$ cat src/rtl/addsub_pkg.sv
`default_nettype none
// +--------------------------------------------------------------------+
// | addsub_pkg : shared FSM encoding and nibble width for addsub_rr_seq |
// | Revision   : 1.0                                                   |
// +--------------------------------------------------------------------+
package addsub_pkg;

   localparam int NIB_W = 4;

   typedef enum logic [1:0] {
      IDLE = 2'd0,
      EXEC = 2'd1,
      RESP = 2'd2
   } state_t;

   function automatic int nib_count(input int width);
      return width / NIB_W;
   endfunction

endpackage
`default_nettype wire

$ cat src/rtl/addsub_nib.sv
`default_nettype none
// +--------------------------------------------------------------------+
// | addsub_nib : combinational 4-bit a + (b ^ sub) + cin, exposing the |
// |              carry into the MSB for overflow detection            |
// | Revision   : 1.0                                                   |
// +--------------------------------------------------------------------+
module addsub_nib
   import addsub_pkg::*;
(
   input  logic [NIB_W-1:0] a,
   input  logic [NIB_W-1:0] b,
   input  logic             sub,
   input  logic             cin,
   output logic [NIB_W-1:0] sum,
   output logic             cout,
   output logic             msb_cin
);

   logic [NIB_W-1:0] bx;
   logic [NIB_W-1:0] lo;
   logic [1:0]       hi;

   // Low three bits first so the carry into bit 3 is visible on its own
   always_comb begin
      bx      = b ^ {NIB_W{sub}};
      lo      = {1'b0, a[2:0]} + {1'b0, bx[2:0]} + {3'b000, cin};
      hi      = {1'b0, a[3]} + {1'b0, bx[3]} + {1'b0, lo[3]};
      sum     = {hi[0], lo[2:0]};
      cout    = hi[1];
      msb_cin = lo[3];
   end

endmodule
`default_nettype wire

$ cat src/rtl/addsub_rr_seq.sv
`default_nettype none
// +--------------------------------------------------------------------+
// | addsub_rr_seq : two-requester round-robin, nibble-serial add/sub   |
// |                 Optional macro ADDSUB_RR_SEQ_OVF_EN enables rsp_ovf |
// | Revision      : 1.0                                                |
// +--------------------------------------------------------------------+
module addsub_rr_seq
   import addsub_pkg::*;
#(
   parameter int WIDTH = 16
)(
   input  logic             clk,
   input  logic             rst_n,
   input  logic             req0_valid,
   output logic             req0_ready,
   input  logic [WIDTH-1:0] req0_a,
   input  logic [WIDTH-1:0] req0_b,
   input  logic             req0_sub,
   input  logic             req1_valid,
   output logic             req1_ready,
   input  logic [WIDTH-1:0] req1_a,
   input  logic [WIDTH-1:0] req1_b,
   input  logic             req1_sub,
   output logic             rsp_valid,
   input  logic             rsp_ready,
   output logic [WIDTH-1:0] rsp_data,
   output logic             rsp_cout,
   output logic             rsp_ovf,
   output logic             rsp_id
);

   localparam int N     = nib_count(WIDTH);
   localparam int CNT_W = (N > 1) ? $clog2(N) : 1;

   state_t           state;
   state_t           state_nxt;
   logic             ptr;
   logic             id_r;
   logic             sub_r;
   logic             carry_r;
   logic             cout_r;
   logic [WIDTH-1:0] a_sh;
   logic [WIDTH-1:0] b_sh;
   logic [CNT_W-1:0] cnt;

   logic             gnt0;
   logic             gnt1;
   logic             accept;
   logic             last_nib;
   logic [NIB_W-1:0] nib_sum;
   logic             nib_cout;
`ifdef ADDSUB_RR_SEQ_OVF_EN
   logic             nib_msb_cin;
   logic             ovf_r;
`else
   logic             unused_nib_msb_cin;
`endif

   // Favoured requester wins if valid; the other only when it is idle
   always_comb begin
      gnt0 = ptr ? (req0_valid & ~req1_valid) : req0_valid;
      gnt1 = ptr ? req1_valid : (req1_valid & ~req0_valid);
   end

   assign req0_ready = rst_n & (state == IDLE) & gnt0;
   assign req1_ready = rst_n & (state == IDLE) & gnt1;
   assign accept     = req0_ready | req1_ready;
   assign last_nib   = (state == EXEC) && (cnt == CNT_W'(N - 1));

   always_comb begin
      state_nxt = state;
      case (state)
         IDLE:    if (accept)                state_nxt = EXEC;
         EXEC:    if (last_nib)              state_nxt = RESP;
         RESP:    if (rsp_valid & rsp_ready) state_nxt = IDLE;
         default:                            state_nxt = IDLE;
      endcase
   end

   addsub_nib u_nib (
      .a       (a_sh[NIB_W-1:0]),
      .b       (b_sh[NIB_W-1:0]),
      .sub     (sub_r),
      .cin     (carry_r),
      .sum     (nib_sum),
      .cout    (nib_cout),
`ifdef ADDSUB_RR_SEQ_OVF_EN
      .msb_cin (nib_msb_cin)
`else
      .msb_cin (unused_nib_msb_cin)
`endif
   );

   // Result nibbles enter at the top while operand a drains from the bottom
   always_ff @(posedge clk or negedge rst_n) begin
      if (!rst_n) begin
         state   <= IDLE;
         ptr     <= 1'b0;
         id_r    <= 1'b0;
         sub_r   <= 1'b0;
         carry_r <= 1'b0;
         cout_r  <= 1'b0;
         a_sh    <= '0;
         b_sh    <= '0;
         cnt     <= '0;
`ifdef ADDSUB_RR_SEQ_OVF_EN
         ovf_r   <= 1'b0;
`endif
      end else begin
         state <= state_nxt;
         if (accept) begin
            a_sh    <= req1_ready ? req1_a   : req0_a;
            b_sh    <= req1_ready ? req1_b   : req0_b;
            sub_r   <= req1_ready ? req1_sub : req0_sub;
            carry_r <= req1_ready ? req1_sub : req0_sub;
            id_r    <= req1_ready;
            ptr     <= ~req1_ready;
            cnt     <= '0;
         end else if (state == EXEC) begin
            a_sh    <= (a_sh >> NIB_W) | (WIDTH'(nib_sum) << (WIDTH - NIB_W));
            b_sh    <= b_sh >> NIB_W;
            carry_r <= nib_cout;
            cnt     <= cnt + CNT_W'(1);
            if (last_nib) begin
               cout_r <= nib_cout;
`ifdef ADDSUB_RR_SEQ_OVF_EN
               ovf_r  <= nib_msb_cin ^ nib_cout;
`endif
            end
         end
      end
   end

   assign rsp_valid = (state == RESP);
   assign rsp_data  = a_sh;
   assign rsp_cout  = cout_r;
   assign rsp_id    = id_r;
`ifdef ADDSUB_RR_SEQ_OVF_EN
   assign rsp_ovf   = ovf_r;
`else
   assign rsp_ovf   = 1'b0;
`endif

endmodule
`default_nettype wire

$ cat config.mk
export PLATFORM = sky130hd
export DESIGN_NAME = addsub_rr_seq
export DESIGN_NICKNAME = d
export VERILOG_FILES = /design/src/rtl/addsub_pkg.sv /design/src/rtl/addsub_nib.sv /design/src/rtl/addsub_rr_seq.sv
export SDC_FILE = /design/constraint.sdc
export NUM_CORES = 1
export LEC_CHECK = 0
export CORE_MARGIN = 5
export CORE_UTILIZATION = 46
export CTS_BUF_LIST = sky130_fd_sc_hd__clkbuf_4
export CTS_CLUSTER_DIAMETER = 80
export DETAILED_ROUTE_END_ITERATION = 16
export GPL_TIMING_DRIVEN = 0
export PLACE_DENSITY = 0.83
export SLEW_MARGIN = 5
export SYNTH_ARGS = -nofsm -noshare
export SYNTH_HDL_FRONTEND = slang
export SYNTH_SLANG_ARGS = --single-unit
$ cat constraint.sdc
create_clock -name clk -period 2.9 [get_ports clk]
set_input_delay 0.58 -clock clk [delete_from_list [all_inputs] [get_ports clk]]
set_output_delay 0.58 -clock clk [all_outputs]
set_load 0.02 [all_outputs]
==> out/results.ini <==
[timing]
worst_clock_skew_ns=0.00778
setup_ws_ns=0.207
max_freq_ghz=0.371
setup_viol_count_final=0
period_minus_slack_ns=2.69
finalHoldViolations=0
period_share_pct=92.9
worst_max_slew_pin_slew_ns=0.686
rsz0062_at_grt=no
relSlewSlack_pct=53.8
final-max-slew-violation-count=0

[final_layout]
flow.area_growth_from_synthesis_pct=43.9
finish.net_count=419
final_area_um2=3500
mostFrequentLayoutCells=clkdlybuf4s50_1 (87), dfrtp_1 (41), nand2_1 (31)
layout.core_utilization_pct=68.5
layout.cells.most_common=clkdlybuf4s50_1
drive_above_1_share_pct=12.3
number_of_inserted_diodes=0
final.fill_count=438

[outcome]
run_status=finished, final reports clean

[drt]
firstDrtPassIters=4
m1WireLength_um=2700
drt_wl_total_um=6390
drt_iter0_markers=70
met3WireLength_um=384
drc_errors=0
wl_per_cell_um=15.5
route.detailed.vias_per_inst=5.14
route.top_layer_used=met4
count_of_antenna_violating_nets_left_after_detailed_routing=0
detailroute.via_count=2117
met2WireLength_um=3190

[setup_path]
start_kind=input port
worst_ep_arrival_time_ns=2.11
critical_path_required_ns=2.32
crit_path_max_fanout=10
critical_path_class=input port to primary output
kind_of_capture_point_of_the_worst_setup_path=primary output

[cts]
clock_tree_from_tritoncts=built
worst_skew_pair.late_latency_ns=0.35
clock_transition_at_the_registers_of_the_reported_paths_ns=0.12
clk_path_buf_depth=2
cts_num_sinks=41
clk_root_buffer_cell=clkbuf_4
tritoncts.num_buffers=5
cts.hold.buffers_added=0
cts_h_tree_depth=2

[yosys]
syn_avg_cell_area_um2=9.97
yosys-top-cells-area=dfrtp_1 (42%), mux2i_1 (11%), mux2_2 (5.1%), nand2_1 (4.8%), o21ai_1 (4.5%)
yosysTopAreaCell=dfrtp_1
syn_area_um2=2430
fraction_of_registers_with_async_set_reset_pct=100
synth_sequential_area_ratio_pct=42.2
synth_ff_type=dfrtp_1
yosys_warnings=0
ys_ff_latch=41
post_synth_num_cell_types=31
netlist.area_leader.share_pct=42.2
syn_inst=244
synthesized_netlist_net_count=321
synth-edff-count=0

[power]
irDropWorstVdd_mv=0.536
powerDensity_nw_per_um2=1010
totalPowerFinal_mw=3.54
leakagePower_nw=1.61

[die]
placeableCoreArea_um2=5110
row_cnt=26
initial_utilization_pct=47.6
die_w_um=82.7
io_pins=93
fp.dieArea_um2=6850
floorplan.die.height_um=82.7

[place]
io_buffer_count=90
placement.cell_area_um2=3440
detailedPlace.worstSlack_ns=-0.227
dpl.hpwl_um=5160
gp_congestion=0.812

[job]
drv_cap=0

[global_routing]
grt_first_pass_wirelength_um=10100
grt_pass1_vias=2153
globalRoute.totalOverflow=0
antenna_found_initial=0
grt_start_max_net_pins=25
grt_use_total_pct=19.7

[min_path]
hold_class=input port to asynchronous set/reset pin

==> per-stage QoR <==
step | TNS [ns] | std cells | hold slack [ns]
after global routing | 0 | 412 | 0.0459
after CTS | 0 | 412 | 0.0534
after global placement | -28.26 | 404 | 0.489
final | 0 | 412 | 0.0544
after floorplan | 0 | 244 | 0.284
after detailed placement | -0.271 | 405 | 0.493
==> metal layers <==
layer / vias to the layer above / GRT usage (%)
met4: 0 / 5.72
met3: 9 / 4.77
li1: 1043 / -
met1: 1000 / 23.8
met5: - / 0
met2: 65 / 34.6
==> cells in the mapped netlist, types with 3 or more instances <==
master / count
inv_1: 6
clkbuf_1: 3
o21ai_0: 12
nand2b_1: 3
dfrtp_1: 41
nor2_1: 14
nand2_1: 31
ha_1: 3
mux2_4: 7
nand3_1: 4
a31oi_1: 9
xor2_1: 3
buf_4: 3
o21ai_1: 22
mux2_2: 11
buf_6: 5
xnor2_1: 3
mux2i_1: 27
buf_2: 5
fa_1: 3
a21oi_1: 15
==> power breakdown <==
| part | total, mW | switching [mW] | internal [mW] |
|---|---|---|---|
| registers | 1.07 | 0.211 | 0.856 |
| logic | 2.19 | 1.06 | 1.13 |
| clock network | 0.280 | 0.183 | 0.0976 |
| total | 3.54 | 1.46 | 2.09 |
==> critical path, stage by stage <==
cell,delay [ns]
clkdlybuf4s50_1,0.61
nand2b_1,0.15
nand2_4,0.20
buf_6,0.21
nor2_1,0.05
dlygate4sd2_1,0.31
==> area by class of cell <==
cell class	count	area, µm²	share of cell area [%]
Multi-Input combinational cell	181	1270	36.3
Buffer	16	115	3.29
Tap cell	70	87.6	2.50
Inverter	6	22.5	0.643
Timing Repair Buffer	91	931	26.6
Clock buffer	6	45.0	1.29
Sequential cell	41	1030	29.3
Clock inverter	1	3.75	0.107
==> sequential cells by signal, indices dropped and copies added, names as in the netlist <==
| register | flops |
|---|---|
| rsp_id | 1 |
| state | 2 |
| rsp_data | 16 |
| carry_r | 1 |
| b_sh | 16 |
| rsp_cout | 1 |
| cnt | 2 |
| sub_r | 1 |
| ptr | 1 |
==> cell families after synthesis <==
kind of cell,after synthesis,share of synthesized area [%]
and+or+nand+nor,58,10.8
buffers and inverters,22,5.66
muxes,45,20.5
xor gates and xnor gates,6,2.16
DFF,41,42.2
other,1,0.154
AOI/OAI and AO/OA,65,14.6
adders and majority gates,6,4.01
==> what timing repair did <==
action	4_1_cts	5_1_grt
pin swaps	0	0
setup buffers	0	0
hold endpoints to repair	0	0
resized for setup	3	1
endpoints found under the setup margin	2	1
==> final timing paths <==
path	start	slack, ns	cells past startpoint	to
max in group asynchronous	rst_n	2.48	2	b_sh[6]
min in group clk	rsp_cout	0.52	1	rsp_cout
hold / removal	rst_n	0.05	1	rsp_data[1]
setup reg to reg	sub_r	0.48	9	rsp_data[15]
hold reg to reg	rsp_cout	0.52	1	rsp_cout
setup / recovery	req0_valid	0.21	6	req1_ready
(Power assumes the default switching activity.)
